<file path="src/rtl/png_pack_wr.sv">
// PNG file writer: merges the IDAT payload stream with the fixed PNG header,
// chunk framing and per-chunk CRC words into byte-addressed big-endian writes.
module png_pack_wr (
  input  logic        clk,
  input  logic        rstn,
  input  logic [9:0]  w_i,
  input  logic [9:0]  h_i,
  input  logic        start_i,
  input  logic [31:0] idat_len_i,
  input  logic        val_i,
  input  logic [31:0] dat_i,
  input  logic [1:0]  num_i,
  input  logic        lst_i,
  input  logic        crc_val_i,
  input  logic [31:0] crc_dat_i,
  input  logic        crc_done_i,
  output logic        wr_o,
  output logic [31:0] adr_o,
  output logic [31:0] dat_o,
  output logic [1:0]  num_o,
  output logic        done_o,
  output logic [31:0] len_o,
  output logic        err_o
);

  localparam int unsigned DW = 32;
  localparam int unsigned NW = 15;
  localparam int unsigned IW = 4;

  // Non-payload word slots, indexed in ascending file-address order.
  localparam logic [NW-1:0] HDR_MASK  = 15'b000_0110_1111_1111;
  localparam logic [NW-1:0] CRC_MASK  = 15'b100_1001_0000_0000;
  localparam logic [NW-1:0] TAIL_MASK = 15'b011_0000_0000_0000;

  typedef enum logic [1:0] {
    IDLE = 2'd0,
    BODY = 2'd1,
    DONE = 2'd2
  } state_t;

  state_t          r_state;
  state_t          w_state_d;

  logic [9:0]      r_w;
  logic [9:0]      r_h;
  logic [DW-1:0]   r_len_l;
  logic [DW-1:0]   r_padr;
  logic [DW-1:0]   r_pcnt;
  logic            r_lst_seen;
  logic [NW-1:0]   r_wmask;
  logic [DW-1:0]   r_crc_idat;
  logic [DW-1:0]   r_crc_ihdr;
  logic [DW-1:0]   r_crc_iend;
  logic [2:0]      r_crc_have;
  logic [1:0]      r_crc_cnt;

  logic            w_start;
  logic            w_pay_acc;
  logic            w_stray;
  logic [DW-1:0]   w_pay_bytes;
  logic [DW-1:0]   w_pcnt_nxt;
  logic            w_len_err;
  logic            w_crc_in;
  logic            w_crc_acc;
  logic            w_crc_extra;
  logic [1:0]      w_crc_slot;
  logic [NW-1:0]   w_elig;
  logic [NW-1:0]   w_pend;
  logic [NW-1:0]   w_crc_pend;
  logic [NW-1:0]   w_sel_src;
  logic [NW-1:0]   w_sel_oh;
  logic [IW-1:0]   w_sel_idx;
  logic            w_hdr_wr;
  logic [DW-1:0]   w_hdr_adr;
  logic [DW-1:0]   w_hdr_dat;
  logic [1:0]      w_hdr_num;

  assign w_start     = (r_state == IDLE) && start_i;
  assign w_pay_acc   = (r_state == BODY) && val_i && !r_lst_seen;
  assign w_stray     = val_i && !w_pay_acc;
  assign w_pay_bytes = DW'(num_i) + DW'(1);
  assign w_pcnt_nxt  = r_pcnt + w_pay_bytes;
  assign w_len_err   = w_pay_acc && lst_i && (w_pcnt_nxt != r_len_l);
  assign w_crc_in    = (r_state == BODY) && crc_val_i;
  assign w_crc_acc   = w_crc_in && (r_crc_cnt != 2'd3);
  assign w_crc_extra = w_crc_in && (r_crc_cnt == 2'd3);
  assign w_crc_slot  = crc_done_i ? 2'd2 : r_crc_cnt;
  assign w_hdr_wr    = !w_pay_acc && (w_sel_oh != '0);

  // Next-state logic.
  always_comb begin
    w_state_d = r_state;
    case (r_state)
      IDLE:    if (start_i) w_state_d = BODY;
      BODY:    if (r_lst_seen && (&r_wmask)) w_state_d = DONE;
      DONE:    w_state_d = IDLE;
      default: w_state_d = IDLE;
    endcase
  end

  // Pick the next non-payload word: pending CRC words first, else lowest address.
  always_comb begin
    w_elig = '0;
    if (r_state == BODY) begin
      w_elig = HDR_MASK;
      if (r_lst_seen) w_elig = w_elig | TAIL_MASK;
      w_elig[11] = r_crc_have[0];
      w_elig[8]  = r_crc_have[1];
      w_elig[14] = r_crc_have[2];
    end
    w_pend     = w_elig & ~r_wmask;
    w_crc_pend = w_pend & CRC_MASK;
    w_sel_src  = (w_crc_pend != '0) ? w_crc_pend : w_pend;
    w_sel_oh   = w_sel_src & (~w_sel_src + NW'(1));
    w_sel_idx  = '0;
    for (int i = 0; i < int'(NW); i++) begin
      if (w_sel_oh[i]) w_sel_idx = IW'(i);
    end
  end

  // Address / value / byte count of each non-payload slot.
  always_comb begin
    w_hdr_adr = '0;
    w_hdr_dat = '0;
    w_hdr_num = 2'd3;
    case (w_sel_idx)
      4'd0:  begin w_hdr_adr = 32'd0;  w_hdr_dat = 32'h8950_4E47; end
      4'd1:  begin w_hdr_adr = 32'd4;  w_hdr_dat = 32'h0D0A_1A0A; end
      4'd2:  begin w_hdr_adr = 32'd8;  w_hdr_dat = 32'h0000_000D; end
      4'd3:  begin w_hdr_adr = 32'd12; w_hdr_dat = 32'h4948_4452; end
      4'd4:  begin w_hdr_adr = 32'd16; w_hdr_dat = {22'd0, r_w}; end
      4'd5:  begin w_hdr_adr = 32'd20; w_hdr_dat = {22'd0, r_h}; end
      4'd6:  begin w_hdr_adr = 32'd24; w_hdr_dat = 32'h0806_0000; end
      4'd7:  begin w_hdr_adr = 32'd28; w_hdr_dat = 32'h0000_0000; w_hdr_num = 2'd0; end
      4'd8:  begin w_hdr_adr = 32'd29; w_hdr_dat = r_crc_ihdr; end
      4'd9:  begin w_hdr_adr = 32'd33; w_hdr_dat = r_len_l; end
      4'd10: begin w_hdr_adr = 32'd37; w_hdr_dat = 32'h4944_4154; end
      4'd11: begin w_hdr_adr = r_len_l + 32'd41; w_hdr_dat = r_crc_idat; end
      4'd12: begin w_hdr_adr = r_len_l + 32'd45; w_hdr_dat = 32'h0000_0000; end
      4'd13: begin w_hdr_adr = r_len_l + 32'd49; w_hdr_dat = 32'h4945_4E44; end
      4'd14: begin w_hdr_adr = r_len_l + 32'd53; w_hdr_dat = r_crc_iend; end
      default: ;
    endcase
  end

  // State register.
  always_ff @(posedge clk or negedge rstn) begin
    if (!rstn) r_state <= IDLE;
    else       r_state <= w_state_d;
  end

  // Registered write port and done pulse.
  always_ff @(posedge clk or negedge rstn) begin
    if (!rstn) begin
      wr_o   <= 1'b0;
      adr_o  <= '0;
      dat_o  <= '0;
      num_o  <= '0;
      done_o <= 1'b0;
    end else begin
      done_o <= (w_state_d == DONE);
      wr_o   <= w_pay_acc || w_hdr_wr;
      if (w_pay_acc) begin
        adr_o <= r_padr;
        dat_o <= dat_i;
        num_o <= num_i;
      end else if (w_hdr_wr) begin
        adr_o <= w_hdr_adr;
        dat_o <= w_hdr_dat;
        num_o <= w_hdr_num;
      end
    end
  end

  // Per-file context, payload tracking, CRC capture and error flag.
  always_ff @(posedge clk or negedge rstn) begin
    if (!rstn) begin
      r_w        <= '0;
      r_h        <= '0;
      r_len_l    <= '0;
      len_o      <= '0;
      r_padr     <= '0;
      r_pcnt     <= '0;
      r_lst_seen <= 1'b0;
      r_wmask    <= '0;
      r_crc_idat <= '0;
      r_crc_ihdr <= '0;
      r_crc_iend <= '0;
      r_crc_have <= '0;
      r_crc_cnt  <= '0;
      err_o      <= 1'b0;
    end else if (w_start) begin
      r_w        <= w_i;
      r_h        <= h_i;
      r_len_l    <= idat_len_i;
      len_o      <= idat_len_i + 32'd57;
      r_padr     <= 32'd41;
      r_pcnt     <= '0;
      r_lst_seen <= 1'b0;
      r_wmask    <= '0;
      r_crc_have <= '0;
      r_crc_cnt  <= '0;
      err_o      <= w_stray;
    end else begin
      if (w_pay_acc) begin
        r_padr <= r_padr + w_pay_bytes;
        r_pcnt <= w_pcnt_nxt;
        if (lst_i) r_lst_seen <= 1'b1;
      end
      if (w_hdr_wr) r_wmask <= r_wmask | w_sel_oh;
      if (w_crc_acc) begin
        r_crc_cnt <= r_crc_cnt + 2'd1;
        case (w_crc_slot)
          2'd0:    begin r_crc_idat <= crc_dat_i; r_crc_have[0] <= 1'b1; end
          2'd1:    begin r_crc_ihdr <= crc_dat_i; r_crc_have[1] <= 1'b1; end
          default: begin r_crc_iend <= crc_dat_i; r_crc_have[2] <= 1'b1; end
        endcase
      end
      if (w_stray || w_len_err || w_crc_extra) err_o <= 1'b1;
    end
  end

endmodule

</file>
<file path="config.mk">
export PLATFORM = sky130hd
export DESIGN_NAME = png_pack_wr
export DESIGN_NICKNAME = d
export VERILOG_FILES = /design/src/rtl/png_pack_wr.sv
export SDC_FILE = /design/constraint.sdc
export NUM_CORES = 1
export LEC_CHECK = 0
export ABC_AREA = 1
export CAP_MARGIN = 40
export CORE_ASPECT_RATIO = 0.9
export CORE_MARGIN = 5
export CORE_UTILIZATION = 35
export DETAILED_ROUTE_END_ITERATION = 16
export HOLD_SLACK_MARGIN = 0.12
export SLEW_MARGIN = 0
export SYNTH_ARGS = -nofsm -noshare
export SYNTH_HDL_FRONTEND = slang
export SYNTH_SLANG_ARGS = --single-unit
</file>
<file path="constraint.sdc">
create_clock -name clk -period 4.8 [get_ports clk]
set_clock_uncertainty 0.15 [all_clocks]
set_input_delay 0.72 -clock clk [delete_from_list [all_inputs] [get_ports clk]]
set_output_delay 0.72 -clock clk [all_outputs]
set_load 0.01 [all_outputs]
</file>
**Word level (Yosys, flattened, before mapping)**

Index checks and enable logic that the tools add are counted.

- Multipliers: 0
- Shifts and indexed selects: 0
- Divide/modulo/power cells: 0
- Add/subtract/negate cells: 10
- Mux-type cells: 48
- Reduce and logical (&&, ||, !) cells: 38
- Equal/unequal tests: 21
- Bitwise gates (word level): 7
- Magnitude comparators: 0

Operators by type and width:

| operator | count |
|---|---|
| 32-bit one-hot mux with 14 select lines | 1 |
| 32-bit one-hot mux with 13 select lines | 1 |
| 32-bit two-way mux | 8 |
| 32-bit by 6-bit adder with 32-bit output, second input constant | 5 |
| 32-bit by 3-bit adder with 32-bit output | 2 |
| 4-bit two-way mux | 13 |
| 15-bit two-way mux | 3 |
| 32-bit inequality test | 1 |
| 15-bit bitwise AND | 2 |
| 15-bit NOT | 2 |
| 15-bit nonzero test | 2 |
| 4-bit == test, second input constant | 7 |
| 14-bit two-way mux | 2 |
| 4-bit by 3-bit == test with 1-bit output, second input constant | 4 |
| 2-bit two-way mux | 8 |
| 2-bit nonzero test | 8 |
| 15-bit by 1-bit adder with 15-bit output, second input constant | 1 |
| 15-bit bitwise OR | 1 |
| 15-bit AND reduction | 1 |
| 1-bit logical AND | 11 |
| 1-bit two-way mux | 9 |
| 3-bit AND reduction | 3 |
| 4-bit by 2-bit == test with 1-bit output, second input constant | 2 |
| 2-bit AND reduction | 4 |
| other kinds (15) | 23 |

- Bits of input ports: 125
- Output and inout bits: 101
- RAM bits: 0
- Bits in registers: 336
- Word-level logic and storage cells: 146
- Memories kept: 0
- ROM bits: 0
- Bits in latches: 0

**Logic depth before layout (Yosys ltp)**

Gate-level depths: netlist (run 1).

- Depth in word-level cells: 26
- Gate-level depth with buffers: 24

**Worst setup path before layout (run 1)**

OpenSTA, ideal clock, no wires.

- Kind: register -> register
- From: reg r_state[1]
- To: reg adr_o[29]
- Data required time: 4.581 ns
- Cell stages (with the launch flop): 21
- Arrival time: 3.359 ns
- Path slack: 1.222 ns
- Clock period less this slack: 3.578 ns
- Path through: dfrtp_1 nor2_4 buf_4 nand3_2 a31oi_1 nand3_1 nor2_1 clkbuf_1 nor2_1 ha_1 nand2_1 inv_1 nand4_1 nand2_1 nor2_1 nor2_1 nand3_1 nor3_1 xor2_1 nand3_1 nand3_1

- Cells in the longest elaborated chain, start to end: 26
- Elaborated cells between the ends (all ways): 45
- Classes of those cells: add/sub: 1; eq/ne: 15; mux: 19; bitwise: 3; reduce/logical: 7

RTL lines:

| element | RTL line | RTL |
|---|---|---|
| start, declared | 41 | `state_t r_state;` |
| start signal, assigned | 149 | `else r_state <= w_state_d;` |
| 2-bit by 1-bit == test with 1-bit output (*) | 79, 104 |  |
| 15-bit two-way mux | 104 | `if (r_state == BODY) begin` |
| 15-bit bitwise AND | 111 | `w_pend = w_elig & ~r_wmask;` |
| 15-bit nonzero test | 113 | `w_sel_src = (w_crc_pend != '0) ? w_crc_pend : w_pend;` |
| 14-bit two-way mux | 113 |  |
| 15-bit NOT | 114 | `w_sel_oh = w_sel_src & (~w_sel_src + NW'(1));` |
| 15-bit by 1-bit adder with 15-bit output | 114 |  |
| 15-bit bitwise AND | 114 |  |
| 1-bit two-way mux | 117 | `if (w_sel_oh[i]) w_sel_idx = IW'(i);` |
| 4-bit two-way mux (13 in a row) | 117 |  |
| 4-bit == test (tied with other cells) | 126 | `case (w_sel_idx)` |
| 32-bit one-hot mux with 14 select lines | 126 |  |
| 32-bit two-way mux | 167 | `end else if (w_hdr_wr) begin` |
| 32-bit two-way mux | 163 | `if (w_pay_acc) begin` |
| end signal, assigned | 164 | `adr_o <= r_padr;` |
| end signal, assigned | 168 | `adr_o <= w_hdr_adr;` |
| end, declared | 18 | `output logic [31:0] adr_o,` |

Every way passes the cells marked *; elsewhere a longest branch is shown, timed or not. The select of a mux whose other input is x is not followed.
A chain may end at the register's enable or synchronous reset.

**Worst setup path in the final report (run 1)**

- From: reg r_state[1]
- To: reg adr_o[28]

Same word-level chain as after synthesis.

==> qor.csv, run 1 <==
stage,metric,value,unit
timing,RSZ-0062 raised after global routing,no,
yosys,Post-Syn Nets,2675,
worst_setup_path,crit path max-delay cell type,dfrtp_1,
worst_setup_path,"delay-heaviest family, CP",simple AND/OR/NAND/NOR gates,
floorplanning,initial core utilization,35.40,%
global_route,GR Overflow Total,0,
clock_network,Post-CTS Setup Inserts,0,
pwr,Gate power share,48.3,%
finish,"Design Area, Final",0.02271,mm^2
timing,highest clock rate,239.5,MHz
yosys,synth warn,0,
global_route,GRT Util Overall,23.94,%
clock_network,CTS tree,built,
finish,Area Overhead vs Synth,23.87,%
placed_design,hpwl dp,51.83,mm
route,Via Count,18153,
worst_setup_path,FF-to-FF path depth,20,
yosys,Yosys cell types,58,
pwr,leak pwr,11.53,nW
yosys,Commonest cells post-synth,"nand2_1 (837), dfrtp_1 (336), inv_1 (258)",
clock_network,CTS buffer count,41,
worst_hold_path,WHS Path Cells,2,
timing,Hold WS,331.5,ps
worst_setup_path,largest stage delay on the critical path,400,ps
yosys,sequential element share of the synthesized area,45.85,%
pwr,Clock power frac,22.2,%
worst_setup_path,Setup CP Type,reg2reg,
timing,post-layout minimum cycle time,4175,ps
worst_hold_path,hold path startpoint,r_w[1],
timing,worst slew pin tran,899.5,ps
timing,Final period util,86.97,%
finish,FF+latch area,0.008408,mm^2
clock_network,CTS resizes,0,
yosys,largest cells by area after synthesis,"dfrtp_1 (46%), nand2_1 (17%), nand3_1 (6.4%), o21ai_0 (5.3%), inv_1 (5.3%)",
job,Max-Cap Viols,0,
route,1st-pass router iterations,5,
route,DRC viols,0,
finish,filler cell count,5325,
yosys,"count leader, synth",nand2_1,
timing,"Setup violations, final",0,
worst_setup_path,R2R Setup Slk,630,ps
route,vias per cell,5.262,
global_route,vias in the first global route,17596,
worst_setup_path,cells along the critical path,nor2_4 > nand3_2 > nand4_4 > inv_4 > o21ai_1 > nand4_1 > inv_1 > nor2_1 > ha_1 > nand3_1 > nand2_1 > nand2_1 > nand2_1 > nand2_1 > inv_1 > nand3_1 > nor3_2 > nand3_1 > nand4_1 > nand3_1,
timing,Final Max Slew Viols,0,
worst_hold_path,HP Class,reg2reg,
timing,Final TNS setup,0,ps
worst_hold_path,Hold EP,r_w[1],
status,status,finished clean,
placed_design,Final GP Congestion,0.9369,
worst_setup_path,capturing point of the worst reg2reg path,adr_o[28],
pwr,power density cells,628.6,mW/mm^2
worst_setup_path,Critical Path RT,5090,ps
route,Final ANT Viol Nets,0,
yosys,syn_area_per_cell,7.237,um^2
floorplanning,core box area,0.05179,mm^2
clock_network,worst skew pair latency,580,ps
global_route,largest net degree at the start of global routing,140,
pwr,NetSw,0.006433,W
worst_setup_path,Critical R2R Launch,r_state[1],
timing,slew margin rel.,40.03,%
yosys,Synth Flop Type,dfrtp_1,
timing,final hold vios,0,
global_route,first-pass GRT wire length,106.6,mm
yosys,cell taking the most area after synthesis,dfrtp_1,
floorplanning,die area,0.05708,mm^2
route,Initial DRC Count,1604,
worst_setup_path,"Buf+Inv Stages, Crit Path",3,
worst_setup_path,Worst setup SP type,flop,
yosys,Yosys reg bits,336,
worst_setup_path,worst path arrival time,4460,ps
clock_network,CTS Hold Bufs,1,
worst_setup_path,CP endpoint kind,flop,
finish,share of layout cells above drive strength 1,5.145,%
finish,Multi-input gate area,0.008532,mm^2
floorplanning,Boundary Pins,226,
floorplanning,Chip Width,251.3,um
pwr,VDD IR max,0.0003676,V
clock_network,Clock Sinks,336,
worst_setup_path,crit-path max FO,9,
yosys,"Cell Area, Synth",0.01834,mm^2
floorplanning,Die Ht,227.2,um
pwr,Tot Pwr,0.01428,W
clock_network,H-tree levels,2,
yosys,Synth async-reset ratio,100.0,%
floorplanning,Std-Cell Rows,79,
clock_network,clk root buf,clkbuf_16,
pwr,switch share,45.05,%
yosys,top cell type's share of synthesized area,45.85,%
route,Total Wirelength,70.06,mm
placed_design,PortBufs,225,
yosys,"EDFF count, synth",0,
pwr,internal power,0.007845,W
pwr,sequential power share,29.4,%
finish,# nets final,2875,
route,wire per inst,20.31,um
placed_design,post-place instance area,0.02134,mm^2
yosys,Synth Instances,2534,
clock_network,Max Root-Sink Buffers,3,
clock_network,CTS clock-pin slew for the worst setup and hold paths,60,ps
global_route,initial antenna violation count,2,
==> logic make-up (layout without fill, tap and decap cells) <==
family / after synthesis / count (layout) / share of synthesized area, %
other cells: 0 / 2 / 0
fa+ha+maj: 16 / 16 / 1.174
simple gates: 1474 / 1474 / 34.31
xor+xnor: 12 / 12 / 0.5731
buf+inv: 361 / 587 / 7.826
flops: 336 / 336 / 45.85
compound gates: 335 / 335 / 10.26
==> power groups by stage <==
stage | registers (W) | clock network [W] | logic, W
floorplan | 0.00418 | 0 | 0.00437
global placement | 0.00422 | 0 | 0.00679
detailed placement | 0.00423 | 0 | 0.00692
CTS | 0.00419 | 0.00325 | 0.00696
global route | 0.00429 | 0.00334 | 0.00771
finish | 0.00420 | 0.00317 | 0.00690
==> worst max-delay path by stage <==
| stage | from | end | slack [ps] | cells after the start |
|---|---|---|---|---|
| global route | r_state[1] | adr_o[28] | 170 | 21 |
| floorplan | r_state[1] | adr_o[29] | 1220 | 20 |
| CTS | r_state[1] | adr_o[28] | 650 | 20 |
| global placement | num_i[1] | err_o | 730 | 20 |
| finish | r_state[1] | adr_o[28] | 630 | 20 |
| detailed placement | num_i[1] | err_o | 670 | 20 |
==> state kept, by name (all words and copies together), names as in the netlist <==
name	flops
r_state	2
dat_o	32
r_w	10
r_crc_ihdr	32
err_o	1
len_o	32
r_pcnt	32
done_o	1
r_crc_have	3
r_len_l	32
r_h	10
num_o	2
r_crc_idat	32
r_padr	32
r_wmask	15
r_crc_iend	32
r_crc_cnt	2
adr_o	32
r_lst_seen	1
wr_o	1
==> layout make-up <==
cell class / instances / area share [%]
repair buffers: 255 / 11.27
clock inverters: 13 / 0.7602
clock buffers: 56 / 5.211
well taps: 688 / 3.790
flip-flops and latches: 336 / 37.02
multi-input cells: 1837 / 37.56
diodes: 2 / 0.02203
inverters: 263 / 4.368
==> through the flow <==
step,util (%),instances,setup slack [ps]
detailed placement,41.21,3378,673.7
CTS,43.84,3448,646.5
floorplan,-,2534,1222
global placement,41.09,3373,726.4
global route,43.84,3448,173.1
finish,43.85,3450,625.4
==> tightest hold or removal path, cell delays in order (launching register included) <==
cell and delay [ps]:
dfrtp_1 340, nand2_1 50, nand2_1 60
==> per-layer routing <==
metal | vias to the layer above | wire length (um) | track usage, %
met4 | 2 | 2702 | 8.907
met2 | 653 | 32120 | 38.96
met5 | - | 13 | 0
met3 | 121 | 4799 | 4.307
li1 | 8651 | - | -
met1 | 8726 | 30420 | 32.28
==> cells in the final DEF, fill, tap and decap left out, drive strengths merged, types with 2 or more instances in the layout <==
| master | instances |
|---|---|
| a21o | 3 |
| a21oi | 58 |
| a22oi | 3 |
| a311oi | 2 |
| a31o | 2 |
| a31oi | 4 |
| buf | 30 |
| bufinv | 3 |
| clkbuf | 56 |
| clkdlybuf4s50 | 224 |
| clkinv | 9 |
| dfrtp | 336 |
| diode | 2 |
| fa | 2 |
| ha | 14 |
| inv | 263 |
| nand2 | 840 |
| nand3 | 240 |
| nand3b | 10 |
| nand4 | 78 |
| nor2 | 247 |
| nor3 | 30 |
| nor4 | 16 |
| o2111ai | 3 |
| o211ai | 13 |
| o21a | 3 |
| o21ai | 197 |
| o21bai | 4 |
| o221ai | 2 |
| o22ai | 30 |
| o31ai | 3 |
| or2 | 11 |
| xnor2 | 2 |
| xor2 | 10 |
Power figures use the tool's default switching activity.
==> inputs of run 2 (changes only) <==
--- a/config.mk
+++ b/config.mk
@@ -12,7 +12,7 @@
 export CORE_UTILIZATION = 35
 export DETAILED_ROUTE_END_ITERATION = 16
 export HOLD_SLACK_MARGIN = 0.12
-export SLEW_MARGIN = 0
+export SLEW_MARGIN = 20
 export SYNTH_ARGS = -nofsm -noshare
 export SYNTH_HDL_FRONTEND = slang
 export SYNTH_SLANG_ARGS = --single-unit
==> qor.csv, run 2 (synthesized netlist as in run 1, its figures left out) <==
stage,metric,value,unit,change
worst_hold_path,hold path startpoint,len_o[22],,
worst_setup_path,Setup CP Type,reg2reg,,
finish,"most common cell after layout, fill and taps aside",nand2_1,,
clock_network,CTS clock-pin slew for the worst setup and hold paths,60,ps,about the same
route,Final ANT Viol Nets,0,,unchanged
timing,worst slew pin tran,887.4,ps,-12.13 ps
timing,RSZ-0062 raised after global routing,no,,
clock_network,worst skew pair latency,570,ps,about the same
finish,share of layout cells above drive strength 1,5.141,%,about the same
worst_setup_path,Critical R2R Launch,r_state[1],,
timing,slew margin rel.,40.84,%,+0.81 points
clock_network,CTS tree,built,,
worst_setup_path,Critical Path RT,5130,ps,+40 ps
global_route,initial antenna violation count,3,,+1
worst_setup_path,Worst setup SP type,flop,,
global_route,GRT Util Overall,24.11,%,+0.17 points
global_route,vias in the first global route,17682,,+0.49%
finish,most frequent cells in the layout,"nand2_1 (835), dfrtp_1 (336), inv_1 (257), nor2_1 (238), nand3_1 (233)",,
finish,ANT cells,0,,-2
pwr,leak pwr,11.56,nW,+0.23%
route,Initial DRC Count,1611,,+0.44%
job,Max-Cap Viols,0,,unchanged
floorplanning,initial core utilization,35.40,%,unchanged
clock_network,Max Root-Sink Buffers,3,,unchanged
global_route,largest net degree at the start of global routing,140,,unchanged
route,Total Wirelength,70.38,mm,+0.45%
clock_network,CTS resizes,0,,unchanged
route,wire per inst,20.40,um,+0.45%
worst_setup_path,worst path arrival time,4540,ps,+80 ps
placed_design,hpwl dp,51.89,mm,+0.10%
route,1st-pass router iterations,7,,+2
timing,"Setup violations, final",0,,unchanged
timing,Hold WS,329.6,ps,-1.947 ps
worst_hold_path,HP Class,reg2reg,,
timing,Final period util,87.54,%,+0.57 points
worst_setup_path,capturing point of the worst reg2reg path,adr_o[28],,
clock_network,clk root buf,clkbuf_16,,
route,DRC viols,0,,unchanged
worst_setup_path,R2R Setup Slk,600,ps,-30 ps
floorplanning,core box area,0.05179,mm^2,unchanged
route,Via Count,18160,,+0.039%
pwr,power density cells,635.1,mW/mm^2,+1.0%
global_route,first-pass GRT wire length,107.6,mm,+0.87%
clock_network,CTS Hold Bufs,1,,unchanged
placed_design,Final GP Congestion,0.9369,,unchanged
status,status,finished clean,,
floorplanning,Die Ht,227.2,um,unchanged
worst_hold_path,Hold EP,len_o[22],,
worst_setup_path,CP endpoint kind,flop,,
floorplanning,Chip Width,251.3,um,unchanged
timing,final hold vios,0,,unchanged
worst_setup_path,crit-path max FO,9,,unchanged
worst_hold_path,WHS Path Cells,2,,unchanged
timing,Final Max Slew Viols,0,,unchanged
timing,post-layout minimum cycle time,4202,ps,+27.43 ps
floorplanning,die area,0.05708,mm^2,unchanged
finish,Area Overhead vs Synth,24.24,%,
clock_network,CTS buffer count,41,,unchanged
pwr,VDD IR max,0.0003875,V,+5.4%
floorplanning,Boundary Pins,226,,unchanged
timing,Final TNS setup,0,ps,unchanged
clock_network,H-tree levels,2,,unchanged
finish,# nets final,2875,,unchanged
route,vias per cell,5.264,,about the same
clock_network,Post-CTS Setup Inserts,0,,unchanged
floorplanning,Std-Cell Rows,79,,unchanged
placed_design,PortBufs,225,,unchanged
worst_setup_path,FF-to-FF path depth,21,,+5.0%
timing,highest clock rate,238.0,MHz,-0.65%
clock_network,Clock Sinks,336,,unchanged
global_route,GR Overflow Total,0,,unchanged
[run 2: worst max-delay path, cell delays in order, from the launching register on]
cell and delay [ps]:
dfrtp_1 400, nor2_4 280, nand3_2 260, nand4_4 220
inv_4 90, o21ai_1 130, nand4_1 250, inv_1 270
nor2_1 90, ha_1 360, nand3_1 90, nand2_1 90
nand2_1 80, nand2_1 70, nand2_1 140, inv_1 160
nand3_1 200, nor3_2 360, nand3_1 110, nand2_1 80
nand4_1 100, nand3_1 130
[run 2: report_power, final]
| group | internal (W) | total (W) | switching [W] | leakage (nW) |
|---|---|---|---|---|
| registers | 0.00366 | 0.00421 | 0.000543 | 3.99 |
| logic | 0.00230 | 0.00692 | 0.00463 | 6.88 |
| clock network | 0.00207 | 0.00334 | 0.00127 | 0.696 |
[run 2: per-stage QoR]
step           instance area (um^2)  util (%)  total power, W  worst slack, ps  instances
3_3_place_gp                  21280     41.09         0.01100            726.4       3373
6_report                      22780     43.99         0.01447            598.0       3450
2_1_floorplan                 18340         -        0.008560             1222       2534
4_1_cts                       22780     43.99         0.01457            640.1       3450
5_1_grt                       22780     43.99         0.01553            180.0       3450
3_5_place_dp                  21340     41.21         0.01116            673.0       3378
[run 2: final cells by class]
cell class | count | area [um^2]
Timing Repair Buffer | 255 | 2560
Fill cell | 5310 | 29010
Multi-Input combinational cell | 1837 | 8532
Tap cell | 688 | 860.8
Sequential cell | 336 | 8408
Inverter | 263 | 992.2
Clock inverter | 15 | 266.5
Clock buffer | 56 | 1164
[run 2: how the worst max path moves through the flow]
stage	start	end	slack, ps	cells past startpoint
floorplan	r_state[1]	adr_o[29]	1220	20
global placement	num_i[1]	err_o	730	20
detailed placement	num_i[1]	err_o	670	20
CTS	r_state[1]	adr_o[28]	640	21
global route	r_state[1]	adr_o[28]	180	21
finish	r_state[1]	adr_o[28]	600	21
[run 2: metal layers]
| metal | wire length [um] | GRT usage, % |
|---|---|---|
| met1 | 30210 | 32.62 |
| met3 | 5061 | 4.524 |
| met5 | 13 | 0 |
| met2 | 32410 | 39.11 |
| met4 | 2680 | 8.696 |
